<file path="config.mk">
export PLATFORM = sky130hd
export DESIGN_NAME = maxpool_rd_sched
export DESIGN_NICKNAME = d
export VERILOG_FILES = /design/src/rtl/maxpool_pkg.sv /design/src/rtl/maxpool_addr_gen.sv /design/src/rtl/maxpool_rd_sched.sv
export SDC_FILE = /design/constraint.sdc
export NUM_CORES = 1
export LEC_CHECK = 0
export CAP_MARGIN = 20
export CORE_MARGIN = 1
export CORE_UTILIZATION = 30
export CTS_BUF_LIST = sky130_fd_sc_hd__clkbuf_16
export DETAILED_ROUTE_END_ITERATION = 10
export GPL_ROUTABILITY_DRIVEN = 0
export MAX_ROUTING_LAYER = met4
export SLEW_MARGIN = 10
export SYNTH_ARGS = -nofsm -noshare
export SYNTH_HDL_FRONTEND = slang
export SYNTH_SLANG_ARGS = --single-unit
export TNS_END_PERCENT = 50
</file>
<file path="constraint.sdc">
create_clock -name clk -period 5.95 [get_ports clk]
set_input_delay 1.4875 -clock clk [delete_from_list [all_inputs] [get_ports clk]]
set_output_delay 1.4875 -clock clk [all_outputs]
set_load 0.005 [all_outputs]
</file>
<file path="src/rtl/maxpool_pkg.sv">
// Shared types and constants for the conv-1 max-pool read scheduler.
// Contents: FSM state enum, default image geometry, pooled-window count,
// and the per-phase address offset helper {0, 1, N_C, N_C+1}.
package maxpool_pkg;

  localparam int unsigned N_C_DEF = 26;
  localparam int unsigned N_R_DEF = 26;
  localparam int unsigned W_OUT   = (N_C_DEF / 2) * (N_R_DEF / 2);

  typedef enum logic [1:0] {
    ST_IDLE  = 2'd0,
    ST_READ  = 2'd1,
    ST_FLUSH = 2'd2,
    ST_DONE  = 2'd3
  } state_e;

  // Offset of each 2x2 window phase from the window's top-left sample.
  function automatic int unsigned phase_off(input logic [1:0] p, input int unsigned n_c);
    case (p)
      2'd0:    return 0;
      2'd1:    return 1;
      2'd2:    return n_c;
      default: return n_c + 1;
    endcase
  endfunction

endpackage

</file>
<file path="src/rtl/maxpool_addr_gen.sv">
// Window address generator: walks phase p (fastest), window column c, then
// window row r, and registers the matching conv-memory read address.
// Ports:
//   clk, rst_n  - clock, async active-low reset
//   load        - restart at window (0,0) phase 0
//   step        - advance to the next read
//   phase       - phase of the read currently on mem_radd
//   last_c      - current read is phase 3 of the final window
//   mem_radd    - registered read address (holds when not stepping)
module maxpool_addr_gen
  import maxpool_pkg::*;
#(
  parameter int unsigned N_C    = N_C_DEF,
  parameter int unsigned N_R    = N_R_DEF,
  parameter int unsigned ADDR_W = 10
) (
  input  logic              clk,
  input  logic              rst_n,
  input  logic              load,
  input  logic              step,
  output logic [1:0]        phase,
  output logic              last_c,
  output logic [ADDR_W-1:0] mem_radd
);

  localparam int unsigned N_WC = N_C / 2;
  localparam int unsigned N_WR = N_R / 2;
  localparam int unsigned C_W  = (N_WC > 1) ? $clog2(N_WC) : 1;
  localparam int unsigned R_W  = (N_WR > 1) ? $clog2(N_WR) : 1;

  logic [C_W-1:0]    c_q, c_d;
  logic [R_W-1:0]    r_q, r_d;
  logic [1:0]        p_d;
  logic [ADDR_W-1:0] radd_d;

  assign last_c = (phase == 2'd3) && (c_q == C_W'(N_WC - 1)) && (r_q == R_W'(N_WR - 1));

  // Next counter values; the FSM never steps past the final read.
  always_comb begin
    p_d = phase;
    c_d = c_q;
    r_d = r_q;
    if (load) begin
      p_d = 2'd0;
      c_d = '0;
      r_d = '0;
    end else if (step) begin
      p_d = phase + 2'd1;
      if (phase == 2'd3) begin
        if (c_q == C_W'(N_WC - 1)) begin
          c_d = '0;
          r_d = r_q + R_W'(1);
        end else begin
          c_d = c_q + C_W'(1);
        end
      end
    end
  end

  // Address of the read selected by the next counter values.
  always_comb begin
    radd_d = ADDR_W'(2 * N_C * 32'(r_d) + 2 * 32'(c_d) + phase_off(p_d, N_C));
  end

  // Counters and address register advance together, so phase always
  // describes the read currently presented on mem_radd.
  always_ff @(posedge clk or negedge rst_n) begin
    if (!rst_n) begin
      phase    <= 2'd0;
      c_q      <= '0;
      r_q      <= '0;
      mem_radd <= '0;
    end else if (load || step) begin
      phase    <= p_d;
      c_q      <= c_d;
      r_q      <= r_d;
      mem_radd <= radd_d;
    end
  end

endmodule

</file>
<file path="src/rtl/maxpool_rd_sched.sv">
// Read-side scheduler for the conv-1 result memory: streams every 2x2
// window through mem_ren/mem_radd with no bubbles, reduces each window to
// its signed maximum and emits one pooled sample per window.
// Build option: define MAXPOOL_RELU_EN to clamp negative maxima to 0.
// Ports:
//   clk, rst_n            - clock, async active-low reset
//   start                 - one-cycle pass request (IDLE or DONE only)
//   busy, done            - pass in progress / end-of-pass pulse
//   mem_ren, mem_radd     - conv memory read port
//   mem_rdata             - registered read data, one cycle after mem_ren
//   out_valid, out_data,
//   out_addr              - pooled sample stream
module maxpool_rd_sched
  import maxpool_pkg::*;
#(
  parameter int unsigned N_C        = N_C_DEF,
  parameter int unsigned N_R        = N_R_DEF,
  parameter int unsigned DATA_W     = 8,
  parameter int unsigned ADDR_W     = 10,
  parameter int unsigned OUT_ADDR_W = 8
) (
  input  logic                  clk,
  input  logic                  rst_n,
  input  logic                  start,
  output logic                  busy,
  output logic                  done,
  output logic                  mem_ren,
  output logic [ADDR_W-1:0]     mem_radd,
  input  logic [DATA_W-1:0]     mem_rdata,
  output logic                  out_valid,
  output logic [DATA_W-1:0]     out_data,
  output logic [OUT_ADDR_W-1:0] out_addr
);

  state_e state_q, state_d;
  logic   fl_q, fl_d;
  logic   busy_d, done_d, ren_d;
  logic   load_c, step_c, last_c;
  logic [1:0] phase;

  maxpool_addr_gen #(
    .N_C    (N_C),
    .N_R    (N_R),
    .ADDR_W (ADDR_W)
  ) u_addr_gen (
    .clk      (clk),
    .rst_n    (rst_n),
    .load     (load_c),
    .step     (step_c),
    .phase    (phase),
    .last_c   (last_c),
    .mem_radd (mem_radd)
  );

  // Next state and next registered outputs. DONE accepts start so a new
  // pass can follow back-to-back.
  always_comb begin
    state_d = state_q;
    fl_d    = 1'b0;
    load_c  = 1'b0;
    step_c  = 1'b0;
    busy_d  = 1'b0;
    done_d  = 1'b0;
    ren_d   = 1'b0;
    case (state_q)
      ST_IDLE, ST_DONE: begin
        if (start) begin
          state_d = ST_READ;
          load_c  = 1'b1;
        end else begin
          state_d = ST_IDLE;
        end
      end
      ST_READ: begin
        if (last_c) begin
          state_d = ST_FLUSH;
        end else begin
          step_c = 1'b1;
        end
      end
      ST_FLUSH: begin
        // Two cycles: last read data arrives, then the last result registers.
        if (fl_q) begin
          state_d = ST_DONE;
        end else begin
          fl_d = 1'b1;
        end
      end
      default: state_d = ST_IDLE;
    endcase
    busy_d = (state_d == ST_READ) || (state_d == ST_FLUSH);
    done_d = (state_d == ST_DONE);
    ren_d  = (state_d == ST_READ);
  end

  // FSM state and control output registers.
  always_ff @(posedge clk or negedge rst_n) begin
    if (!rst_n) begin
      state_q <= ST_IDLE;
      fl_q    <= 1'b0;
      busy    <= 1'b0;
      done    <= 1'b0;
      mem_ren <= 1'b0;
    end else begin
      state_q <= state_d;
      fl_q    <= fl_d;
      busy    <= busy_d;
      done    <= done_d;
      mem_ren <= ren_d;
    end
  end

  // Reduction datapath; vld_q/ph_q follow the memory's one-cycle latency.
  logic                         vld_q;
  logic [1:0]                   ph_q;
  logic signed [DATA_W-1:0]     acc_q;
  logic signed [DATA_W-1:0]     rdata_s;
  logic signed [DATA_W-1:0]     smax_c;
  logic signed [DATA_W-1:0]     res_c;
  logic [OUT_ADDR_W-1:0]        out_idx_q;

  assign rdata_s = $signed(mem_rdata);

  // Ties keep the accumulator: only a strictly larger sample replaces it.
  always_comb begin
    smax_c = (rdata_s > acc_q) ? rdata_s : acc_q;
`ifdef MAXPOOL_RELU_EN
    res_c = smax_c[DATA_W-1] ? '0 : smax_c;
`else
    res_c = smax_c;
`endif
  end

  always_ff @(posedge clk or negedge rst_n) begin
    if (!rst_n) begin
      vld_q     <= 1'b0;
      ph_q      <= 2'd0;
      acc_q     <= '0;
      out_valid <= 1'b0;
      out_data  <= '0;
      out_addr  <= '0;
      out_idx_q <= '0;
    end else begin
      vld_q     <= mem_ren;
      ph_q      <= phase;
      out_valid <= 1'b0;
      if (vld_q) begin
        case (ph_q)
          2'd0: acc_q <= rdata_s;
          2'd3: begin
            out_valid <= 1'b1;
            out_data  <= res_c;
            out_addr  <= out_idx_q;
            out_idx_q <= out_idx_q + OUT_ADDR_W'(1);
          end
          default: acc_q <= smax_c;
        endcase
      end
      if (load_c) begin
        out_addr  <= '0;
        out_idx_q <= '0;
      end
    end
  end

endmodule

</file>
# ---- Yosys cells after proc, flatten, opt, wreduce, memory -nomap -nowiden
# Index checks and enable logic that the tools add are counted.
# W data, S select, Z words.
dict set report totals {
  ff_bits 62
  out_inout_bits 30
  elab_cells 81
}
dict set report classes {
  add_sub_neg 6
  n_mul 1
  magnitude_cmp 1
  eq_ne 12
  mux 31
  bitwise 1
  reduce_logical 13
}
# operator n
set ops {}
lappend ops {{$mux W8} 7}
lappend ops {{$mux W4} 8}
lappend ops {{$add A10 B5 Y10} 2}
lappend ops {{$pmux W8 S2} 1}
lappend ops {{$pmux W5 S3} 1}
lappend ops {{$eq A2 B2 Y1 const B} 7}
lappend ops {{$mux W1} 9}
lappend ops {{$add A4 B1 Y4 const B} 2}
lappend ops {{$add A8 B1 Y8 const B} 1}
lappend ops {{$eq A4 B4 Y1 const B} 2}
lappend ops {{$gt A8 B8 Y1} 1}
lappend ops {{$mul A4 B4 Y8 const A} 1}
lappend ops {{$mux W2} 4}
lappend ops {{$eq A2 B1 Y1 const B} 3}
lappend ops {{$logic_not A2 Y1} 3}
lappend ops {{$pmux W2 S3} 1}
lappend ops {{$reduce_and A2 Y1} 3}
lappend ops {{$reduce_bool A2 Y1} 2}
lappend ops {{$add A2 B1 Y2 const B} 1}
lappend ops {{$logic_and A1 B1 Y1} 2}
lappend ops {{$logic_or A1 B1 Y1} 2}
lappend ops {{$reduce_or A2 Y1} 1}
lappend ops {{$not A1 Y1} 1}

# ---- Logic depth before layout (Yosys ltp)
# Gate-level depths: netlist of run 1.
dict set report depth {
  depth_word 10
  mapped_depth 17
  ltp_nobuf 17
}

# ---- By module
# A second synthesis of run 1 with hierarchy kept.
dict set report hier_totals {
  hier_cells 397
  area_unflattened_um2 3920.0
}
# mod instances cells_each area_each_um2 seq_area_each_um2
set modules_own_cells {}
lappend modules_own_cells {maxpool_rd_sched 1 242 2449.8 1051.0}
lappend modules_own_cells {maxpool_addr_gen 1 155 1470.2 475.5}

# ---- Least setup slack after synthesis of run 1
# OpenSTA, ideal clock, no wires.
dict set report synth_timing {
  path_type {input to register}
  start {input start}
  end {register u_addr_gen.mem_radd[9]}
  setup_ns 0.123
  arrival_time_ns 4.216
  required_time_ns 5.827
  path_slack_ns 1.611
  path_stages 13
  path_buffers 2
  path_cell_list {and2_1 clkbuf_1 clkbuf_1 nor2_1 ha_1 ha_1 ha_1 fa_1 xor2_1 nand2_1 nor4b_1 xnor2_1 a21oi_1}
}
dict set report synth_via {
  elab_chain_len 6
  word_cells_on_any_way 13
  cone_classes {add/sub: 2; mul: 1; eq/ne: 2; mux: 6; reduce/logical: 2}
}
# element line
set synth_lines {}
lappend synth_lines {{start, declared} maxpool_rd_sched.sv:24} ;# input logic start,
lappend synth_lines {{$mux W1} maxpool_rd_sched.sv:67} ;# if (start) begin
lappend synth_lines {{$mux W1} maxpool_rd_sched.sv:65} ;# case (state_q)
lappend synth_lines {{$mux W4} maxpool_addr_gen.sv:43} ;# if (load) begin
lappend synth_lines {{named net u_addr_gen.r_d[3]} maxpool_addr_gen.sv:32} ;# logic [R_W-1:0] r_q, r_d;
lappend synth_lines {{$mul A4 B4 Y8} maxpool_addr_gen.sv:62} ;# radd_d = ADDR_W'(2 * N_C * 32'(r_d) + 2 * 32'(c_d) + phase_off(p_d, N_C));
lappend synth_lines {{$add A10 B5 Y10 (2 in series)} maxpool_addr_gen.sv:62}
lappend synth_lines {{end signal, assigned} maxpool_addr_gen.sv:77} ;# mem_radd <= radd_d;
lappend synth_lines {{end, declared} maxpool_addr_gen.sv:23} ;# output logic [ADDR_W-1:0] mem_radd
# The timed path passes the listed nets, and every way through them passes these cells.
# A chain may end at the register's enable or synchronous reset.

# ---- Final worst setup path of run 1
dict set report layout_timing {
  start {input start}
  end {register u_addr_gen.mem_radd[9]}
}
dict set report layout_via {
  elab_chain_len 6
  word_cells_on_any_way 13
  cone_classes {add/sub: 2; mul: 1; eq/ne: 2; mux: 6; reduce/logical: 2}
}
# element line
set layout_lines {}
lappend layout_lines {{$mux W1 *} maxpool_rd_sched.sv:67}
lappend layout_lines {{$mux W1 *} maxpool_rd_sched.sv:65}
lappend layout_lines {{$mux W4 or $mux W2 (tied branches)} maxpool_addr_gen.sv:43}
lappend layout_lines {{$mul A4 B4 Y8 (tied with other cells)} maxpool_addr_gen.sv:62}
lappend layout_lines {{$add A10 B5 Y10 or $pmux W5 S3 (tied branches)} {maxpool_addr_gen.sv:62, maxpool_pkg.sv:19}}
lappend layout_lines {{$add A10 B5 Y10} maxpool_addr_gen.sv:62}
# Every way passes the cells marked *; elsewhere a longest branch is shown, timed or not.

==> flow_metrics.py, run 1 <==
metrics = {
    "clocking": {
        "cts_buffers": 9,
        "cts_root_buf": "clkbuf_16",
        "cts_tree": "yes",
        "cts_buffer_depth": 2,
        "htree_levels": 3,
        "cts_setup_buffers": 0,
        "cts.clk_slew.worst_paths_ns": 0.05,
        "cts.repair.resized": 0,
        "cts_sinks": 61,
        "cts_hold_buf": 0,
        "insertion_delay_ns": 0.32,
    },
    "grt": {
        "grt_max_degree": 62,
        "grt_pass1_vias": 2733,
        "grt-ovfl-total": 0,
        "antenna_found_initial": 0,
        "grt_pass1_wl_um": 12600,
        "grt_util_all_layers": 0.131,
    },
    "layout": {
        "drive_above_1_share": 0.0905,
        "final_util": 0.383,
        "n_antenna_cell": 0,
        "multi_input_area_um2": 1840,
        "final_nets": 444,
        "final_cell_count_no_fill": 541,
        "fillers": 1138,
        "layout.area.seq_um2": 1530,
        "stdcell_area_um2": 4390,
        "area_growth_pct": 23.3,
    },
    "synthesis": {
        "synth_cells": 353,
        "netlist_area_um2": 3560,
        "ys_seq_elements": 61,
        "synth-edff-count": 0,
        "ys.flop_type": "dfrtp_1",
        "syn_nets": 404,
        "async_reset_ff_frac": 1.00,
        "ys_seq_area_frac": 0.429,
        "ys.warnings.count": 0,
        "synthDistinctLibCells": 43,
        "postSynthAreaPerCell_um2": 10.1,
    },
    "floorplanning": {
        "num_rows": 39,
        "die_y_um": 111,
        "die-width_um": 111,
        "core_area_um2": 11500,
        "io_pins": 41,
        "die-area_um2": 12300,
        "start_util": 0.310,
    },
    "timing": {
        "setup_tns_ns": 0,
        "setup_viol": 0,
        "period_minus_slack_ns": 4.37,
        "period_share": 0.735,
        "rsz0062_at_grt": "no",
        "hold_viol": 0,
        "slew_headroom": 0.408,
        "fin_skew_ns": 0.00527,
        "whs_ns": 0.374,
        "max_freq_mhz": 229,
        "tightest_slew_ns": 0.887,
        "finalMaxSlewViolations": 0,
    },
    "setup_path": {
        "cp-endpoint": "u_addr_gen.mem_radd[9]",
        "startpoint_type": "input pin",
        "cp.required_ns": 6.13,
        "r2r-end": "u_addr_gen.mem_radd[9]",
        "worstSetupPathType": "input pin to flop",
        "reg2reg_from": "u_addr_gen.c_q[0]",
        "cp-startpoint": "start",
        "cp.arrival_ns": 4.55,
        "cp-end-kind": "flop",
        "cp_max_fo": 30,
        "rrSetupSlack_ns": 1.86,
        "r2r_cells": 16,
    },
    "route": {
        "firstDrtPassIters": 4,
        "avgViaCountPerCell": 4.82,
        "drt_iter0_markers": 148,
        "drcViolationCount": 0,
        "wl_um": 7110,
        "wl_per_cell_um": 13.1,
        "dr_total_vias": 2607,
        "ant_nets": 0,
    },
    "place": {
        "dp_hpwl_um": 5000,
        "io_buffer_count": 40,
        "placed_area_um2": 4070,
        "placedCellCount": 525,
    },
    "power_and_ir_drop": {
        "peakVddDrop_mv": 0.174,
        "power_density_nw_per_um2": 264,
        "p_leak_uw": 0.00204,
    },
    "hold_path": {
        "min_path_type": "flop to flop",
    },
    "outcome": {
        "status": "finished clean",
    },
    "flow_run": {
        "drv_cap": 0,
    },
}
-- critical path, stage by stage --
cell and delay, ns:
clkdlybuf4s50_1 0.42, and2_1 0.21, buf_4 0.25, nor2_1 0.30
inv_1 0.11, fa_1 0.51, inv_1 0.04, ha_1 0.33
o21ai_0 0.09, o21ai_0 0.21, nor4b_1 0.35, xnor2_1 0.16
a21oi_1 0.08
-- cells in the final DEF, fill, tap and decap left out, types with 12 or more instances in the layout --
cell             count
a21oi_1             26
clkdlybuf4s50_1     39
dfrtp_1             61
ha_1                37
inv_1               30
nand2_1             38
nand3_1             18
nand4_1             14
nor2_1              26
xor2_1              12
-- final cells by class --
| type | count | share of cell area |
|---|---|---|
| inverter | 30 | 0.0257 |
| clock inverter | 7 | 0.0208 |
| timing repair buffer | 42 | 0.0935 |
| clock buffer | 9 | 0.0513 |
| sequential | 61 | 0.348 |
| multi-input combinational | 249 | 0.420 |
| tap | 143 | 0.0408 |
-- synth_stat cells, types with 6 or more instances --
library cell,count,area [µm²]
ha_1,37,463
o211ai_1,10,75.1
xnor2_1,9,78.8
nor2_1,26,97.6
inv_1,29,109
nand4_1,14,87.6
clkbuf_1,6,22.5
xor2_1,12,105
nand3_1,18,90.1
dfrtp_1,61,1530
mux2_4,10,150
nand2_1,38,143
a21oi_1,26,130
-- routing by layer --
layer	part of all wire	global-route usage	up-vias
met1	0.46	0.149	1241
met4	0.014	0.0498	0
li1	-	-	1307
met2	0.48	0.222	47
met5	0	-	-
met3	0.039	0.0317	12
-- worst min path at each step --
stage	slack [ns]	to	startpoint	depth (start not counted)
after floorplan	0.38	vld_q	mem_ren	0
after global placement	0.36	vld_q	mem_ren	0
after detailed placement	0.37	vld_q	mem_ren	0
after CTS	0.38	vld_q	mem_ren	0
after global routing	0.39	vld_q	mem_ren	0
final	0.37	vld_q	mem_ren	0
-- registers in the layout, indices dropped and copies added, names as in the netlist, 2 cells and up --
signal and flops:
acc_q 8, out_addr 8, out_data 8, out_idx_q 8
ph_q 2, state_q 2, u_addr_gen.c_q 4, u_addr_gen.mem_radd 10
u_addr_gen.r_q 4
-- kinds of logic (layout without fill, tap and decap cells) --
kind of cell               count (synthesis)  after routing  synth area share
and+or+nand+nor                          116            116             0.156
buffers and inverters                     43             88            0.0527
adders and majority gates                 40             40             0.147
DFF                                       61             61             0.429
xor gates and xnor gates                  21             21            0.0517
muxes                                     15             15            0.0577
AOI/OAI and AO/OA                         57             57             0.106
-- metrics by stage --
| step | setup WS (ns) | power, µW |
|---|---|---|
| 6_report | 1.58 | 1160 |
| 5_1_grt | 1.28 | 1210 |
| 4_1_cts | 1.55 | 1170 |
| 3_5_place_dp | 1.23 | 614 |
| 3_3_place_gp | 1.38 | 611 |
| 2_1_floorplan | 1.61 | 548 |
-- report_power, final --
part / switching (µW) / internal, µW / leakage [µW]
registers: 17.2 / 442 / 0.000707
clock network: 190 / 364 / 0.000150
logic: 65.7 / 79.4 / 0.00118
(Power assumes the default switching activity.)
==> run 2: changes to the inputs <==
- clock period: 5.95 -> 3.9 ns (I/O delays scaled with it)
==> run 2 against run 1 <==
  * Clock power grew 20%
  * Combinational power is 52% higher
  * Register-to-register slack got worse by 1.6 ns
  * Sequential cell count unchanged
  * Setup slack worse by 1.3 ns
  * Power up 37%
  * Via count increased by 2.3%
  * Clock-buffer cell count did not move
  * Non-clock buffer count up 22
  * Utilization is 1.2 points higher
==> flow_metrics.py, run 2 (synthesis gave the netlist of run 1 again) <==
metrics = {
    "setup_path": {
        "crit_top_cell": "ha_1",
        "cp_slowest_stage_delay_ns": 0.41,
        "startpoint_type": "flop",
        "crit_slowest_cell": "dfrtp_1",
        "cp_max_fo": 5,
        "cp-end-kind": "flop",
        "cp_top_family": "adder cells",
        "cp.arrival_ns": 3.84,
        "worstPathCellList": "inv_1 -> ha_2 -> and4_1 -> and3_4 -> nand4_1 -> xor2_2 -> nor2_2 -> ha_1 -> ha_1 -> ha_1 -> fa_2 -> xor2_2 -> nand2_2 -> buf_4 -> a21oi_1 -> xnor2_1 -> a21oi_1",
        "worstSetupPathType": "flop to flop",
        "cp.required_ns": 4.08,
        "critPathBufInv": 2,
    },
    "power_and_ir_drop": {
        "total_power_uw": 1590,
        "power_density_nw_per_um2": 351,
        "peakVddDrop_mv": 0.264,
        "p_leak_uw": 0.00212,
    },
    "floorplanning": {
        "core_area_um2": 11500,
        "start_util": 0.310,
        "io_pins": 41,
        "die-width_um": 111,
        "die_y_um": 111,
        "die-area_um2": 12300,
        "num_rows": 39,
    },
    "route": {
        "drt_iter0_markers": 85,
        "ant_nets": 0,
        "drcViolationCount": 0,
        "firstDrtPassIters": 4,
        "wl_per_cell_um": 12.8,
        "avgViaCountPerCell": 4.76,
        "wl_um": 7140,
        "dr_total_vias": 2666,
    },
    "clocking": {
        "insertion_delay_ns": 0.33,
        "htree_levels": 3,
        "cts_buffer_depth": 2,
        "cts_tree": "yes",
        "cts_root_buf": "clkbuf_16",
        "cts_buffers": 9,
        "cts_sinks": 61,
        "cts.clk_slew.worst_paths_ns": 0.05,
        "cts_hold_buf": 0,
    },
    "layout": {
        "drive_above_1_share": 0.158,
        "final_cell_mix": "dfrtp_1 (61), clkdlybuf4s50_1 (39), nand2_1 (37)",
        "final_cell_count_no_fill": 560,
        "largest_reg_flops": 10,
        "layout_commonest_cell": "dfrtp_1",
        "final_nets": 466,
        "area_growth_pct": 27.3,
        "stdcell_area_um2": 4530,
        "regMostFlops": "u_addr_gen.mem_radd",
        "n_antenna_cell": 0,
    },
    "timing": {
        "setup_viol": 0,
        "setup_tns_ns": 0,
        "finalMaxSlewViolations": 0,
        "rsz0062_at_grt": "no",
        "fin_skew_ns": 0.00603,
        "max_freq_mhz": 273,
        "whs_ns": 0.375,
        "tightest_slew_ns": 0.903,
        "period_minus_slack_ns": 3.66,
        "hold_viol": 0,
        "period_share": 0.939,
        "slew_headroom": 0.397,
    },
    "place": {
        "dp_hpwl_um": 5160,
        "io_buffer_count": 40,
        "placedCellCount": 545,
        "placed_area_um2": 4220,
    },
    "grt": {
        "grt_pass1_wl_um": 12500,
        "grt_util_all_layers": 0.130,
        "antenna_found_initial": 0,
        "grt_pass1_vias": 2726,
        "grt_max_degree": 33,
        "grt-ovfl-total": 0,
    },
    "outcome": {
        "status": "finished clean",
    },
    "hold_path": {
        "min_path_type": "flop to flop",
    },
    "flow_run": {
        "drv_cap": 0,
    },
}
==> run 2: cell types whose count changed in the layout (fill, tap and decap cells not counted), moves of 2 or more <==
cell	previous run	this run
clkinv_2	0	3
xor2_2	0	2
clkinvlp_4	2	0
bufinv_16	2	0
buf_4	2	24
inv_1	30	28
xor2_1	12	10
==> run 2: timing repair <==
action	CTS	global route
gates resized for setup	0	14
endpoints found under the setup margin	0	4
buffers inserted	0	2
==> run 2: worst paths after layout <==
| kind | depth (start not counted) | to | start | slack, ns |
|---|---|---|---|---|
| min in group asynchronous | 1 | acc_q[3] | rst_n | 0.68 |
| min | 0 | vld_q | mem_ren | 0.38 |
| min reg2reg | 0 | vld_q | mem_ren | 0.38 |
| max | 17 | u_addr_gen.mem_radd[8] | u_addr_gen.c_q[1] | 0.24 |
| max reg2reg | 17 | u_addr_gen.mem_radd[8] | u_addr_gen.c_q[1] | 0.24 |
| max in group asynchronous | 2 | u_addr_gen.mem_radd[0] | rst_n | 2.35 |
==> run 2: metrics by stage <==
step / util / setup slack (ns)
2_1_floorplan: - / 0.0738
3_3_place_gp: 0.368 / -0.0902
3_5_place_dp: 0.368 / -0.197
4_1_cts: 0.390 / 0.0220
5_1_grt: 0.395 / 0.00501
6_report: 0.395 / 0.237
==> run 2: layout make-up <==
| class | count | area [µm²] |
|---|---|---|
| Tap cell | 143 | 179 |
| Fill cell | 1127 | 6940 |
| Sequential cell | 61 | 1530 |
| Timing Repair Buffer | 64 | 576 |
| Multi-Input combinational cell | 249 | 1890 |
| Inverter | 30 | 113 |
| Clock buffer | 9 | 225 |
| Clock inverter | 4 | 18.8 |
==> run 2: worst register-to-register path, stage by stage (launching register included) <==
cell and delay, ns:
dfrtp_1 0.41, inv_1 0.08, ha_2 0.18, and4_1 0.21
and3_4 0.23, nand4_1 0.15, xor2_2 0.24, nor2_2 0.06
ha_1 0.31, ha_1 0.27, ha_1 0.23, fa_2 0.37
xor2_2 0.18, nand2_2 0.10, buf_4 0.14, a21oi_1 0.15
xnor2_1 0.14, a21oi_1 0.08
==> run 2: where the power goes <==
part / switching, µW / total (µW) / internal (µW)
sequential: 27.4 / 703 / 675
combinational: 100 / 221 / 121
clock: 255 / 667 / 411
==> run 2: per-layer routing <==
| metal | routed length [µm] | GRT usage | vias to the layer above |
|---|---|---|---|
| met4 | 123 | 0.0524 | 0 |
| met1 | 3320 | 0.148 | 1283 |
| li1 | - | - | 1337 |
| met2 | 3460 | 0.213 | 36 |
| met5 | 0 | - | - |
| met3 | 243 | 0.0372 | 10 |
==> run 3: changes to the inputs <==
- CORE_UTILIZATION: 30 -> 51
- PLACE_DENSITY: unset -> 0.77
==> run 3 against run 2 <==
  * Non-clock buffer count shrank 3
  * Cell count shrank 11%
  * Fmax shrank 0.81%
  * Die area shrank 41%
  * Routed wire length grew 1.6%
  * First-iteration DRC count grew 53%
  * Critical endpoint is now u_addr_gen.mem_radd[9]
  * Largest cell class unchanged
==> flow_metrics.py, run 3 (synthesis gave the netlist of run 1 again) <==
metrics = {
    "layout": {
        "final_nets": 463,
        "final_cell_count_no_fill": 497,
        "n_antenna_cell": 0,
        "stdcell_area_um2": 4490,
        "drive_above_1_share": 0.163,
        "regMostFlops": "u_addr_gen.mem_radd",
        "layout_commonest_cell": "dfrtp_1",
        "largest_reg_flops": 10,
        "final_cell_mix": "dfrtp_1 (60), clkdlybuf4s50_1 (39), nand2_1 (38)",
        "area_growth_pct": 26.2,
    },
    "hold_path": {
        "min_path_type": "flop to flop",
        "min_from": "mem_ren",
    },
    "route": {
        "dr_total_vias": 2747,
        "wl_per_cell_um": 14.6,
        "ant_nets": 0,
        "avgViaCountPerCell": 5.53,
        "drt_iter0_markers": 130,
        "firstDrtPassIters": 4,
        "drcViolationCount": 0,
        "wl_um": 7260,
    },
    "grt": {
        "grt_max_degree": 39,
        "grt_pass1_wl_um": 12200,
        "grt_util_all_layers": 0.220,
        "grt_pass1_vias": 2722,
        "grt-ovfl-total": 0,
        "antenna_found_initial": 0,
    },
    "clocking": {
        "cts_tree": "yes",
        "insertion_delay_ns": 0.33,
        "cts_sinks": 61,
        "cts.clk_slew.worst_paths_ns": 0.05,
        "htree_levels": 3,
        "cts_buffers": 9,
        "cts_hold_buf": 0,
        "cts_buffer_depth": 2,
        "cts_root_buf": "clkbuf_16",
    },
    "timing": {
        "fin_skew_ns": 0.00397,
        "hold_viol": 0,
        "setup_tns_ns": 0,
        "setup_viol": 0,
        "rsz0062_at_grt": "yes",
        "tightest_slew_ns": 0.690,
        "max_freq_mhz": 271,
        "period_minus_slack_ns": 3.69,
        "whs_ns": 0.381,
        "slew_headroom": 0.538,
        "fin_ws_ns": 0.207,
        "period_share": 0.947,
        "finalMaxSlewViolations": 0,
    },
    "flow_run": {
        "drv_cap": 0,
    },
    "setup_path": {
        "cp_max_fo": 5,
        "startpoint_type": "flop",
        "cp-end-kind": "flop",
        "cp.arrival_ns": 3.88,
        "worstSetupPathType": "flop to flop",
        "cp-startpoint": "u_addr_gen.c_q[1]",
        "cp.required_ns": 4.08,
        "reg2reg_from": "u_addr_gen.c_q[1]",
    },
    "place": {
        "dp_hpwl_um": 5010,
        "io_buffer_count": 40,
        "placed_area_um2": 4120,
        "placedCellCount": 479,
        "dp_slack_ns": -0.207,
    },
    "floorplanning": {
        "start_util": 0.527,
        "die-width_um": 85.5,
        "die-area_um2": 7320,
        "die_y_um": 85.5,
        "num_rows": 30,
        "io_pins": 41,
        "core_area_um2": 6760,
    },
    "power_and_ir_drop": {
        "p_leak_uw": 0.00213,
        "peakVddDrop_mv": 0.227,
        "power_density_nw_per_um2": 390,
    },
    "outcome": {
        "status": "finished clean",
    },
}
[run 3: routing by layer]
| metal | vias to the layer above | global-route usage | wire length [µm] |
|---|---|---|---|
| met5 | - | - | 0 |
| met4 | 0 | 0.108 | 190 |
| met3 | 16 | 0.0385 | 188 |
| met2 | 49 | 0.367 | 3680 |
| met1 | 1345 | 0.257 | 3190 |
| li1 | 1337 | - | - |
[run 3: critical path, stage by stage, from the launching register on]
cell and delay [ns]:
dfrtp_2 0.44, inv_1 0.07, ha_2 0.20, and4_4 0.23, and3_4 0.22, nand4_1 0.15
xor2_2 0.23, nor2_2 0.07, buf_4 0.15, ha_1 0.26, inv_1 0.04, ha_1 0.29
ha_2 0.38, nand3_1 0.11, and3_1 0.20, nor4b_2 0.28, xnor2_1 0.15, a21oi_1 0.08
[run 3: final timing paths]
check / endpoint / slack, ns / cells after the start
min in group asynchronous: out_data[2] / 0.63 / 1
worst max register to register: u_addr_gen.mem_radd[9] / 0.21 / 17
worst max-delay path: u_addr_gen.mem_radd[9] / 0.21 / 17
max in group asynchronous: u_addr_gen.c_q[1] / 2.38 / 2
worst min-delay path: vld_q / 0.38 / 0
worst min register to register: vld_q / 0.38 / 0
[run 3: layout make-up]
class                           instances  area (µm²)
Clock buffer                            9         225
Clock inverter                          7        82.6
Fill cell                             523        2260
Inverter                               30         113
Multi-Input combinational cell        249        1890
Sequential cell                        61        1530
Tap cell                               80         100
Timing Repair Buffer                   61         553
[run 3: stage by stage]
stage / utilization / power [µW]
global route: 0.665 / 1820
CTS: 0.656 / 1770
floorplan: - / 837
global placement: 0.610 / 926
detailed placement: 0.610 / 932
finish: 0.665 / 1750
[run 3: timing repair]
| action | CTS | global route |
|---|---|---|
| pin swaps | 0 | 3 |
| endpoints found under the setup margin | 1 | 4 |
| setup buffers | 0 | 2 |
| resized for setup | 1 | 15 |
| endpoints found under the hold margin | 0 | 0 |
| gates cloned | 0 | 0 |
[run 3: power by group]
part           leakage, µW  switching [µW]  internal, µW  total, µW
Combinational      0.00127             102           122        224
Clock             0.000162             278           550        829
Sequential        0.000706            26.1           675        701
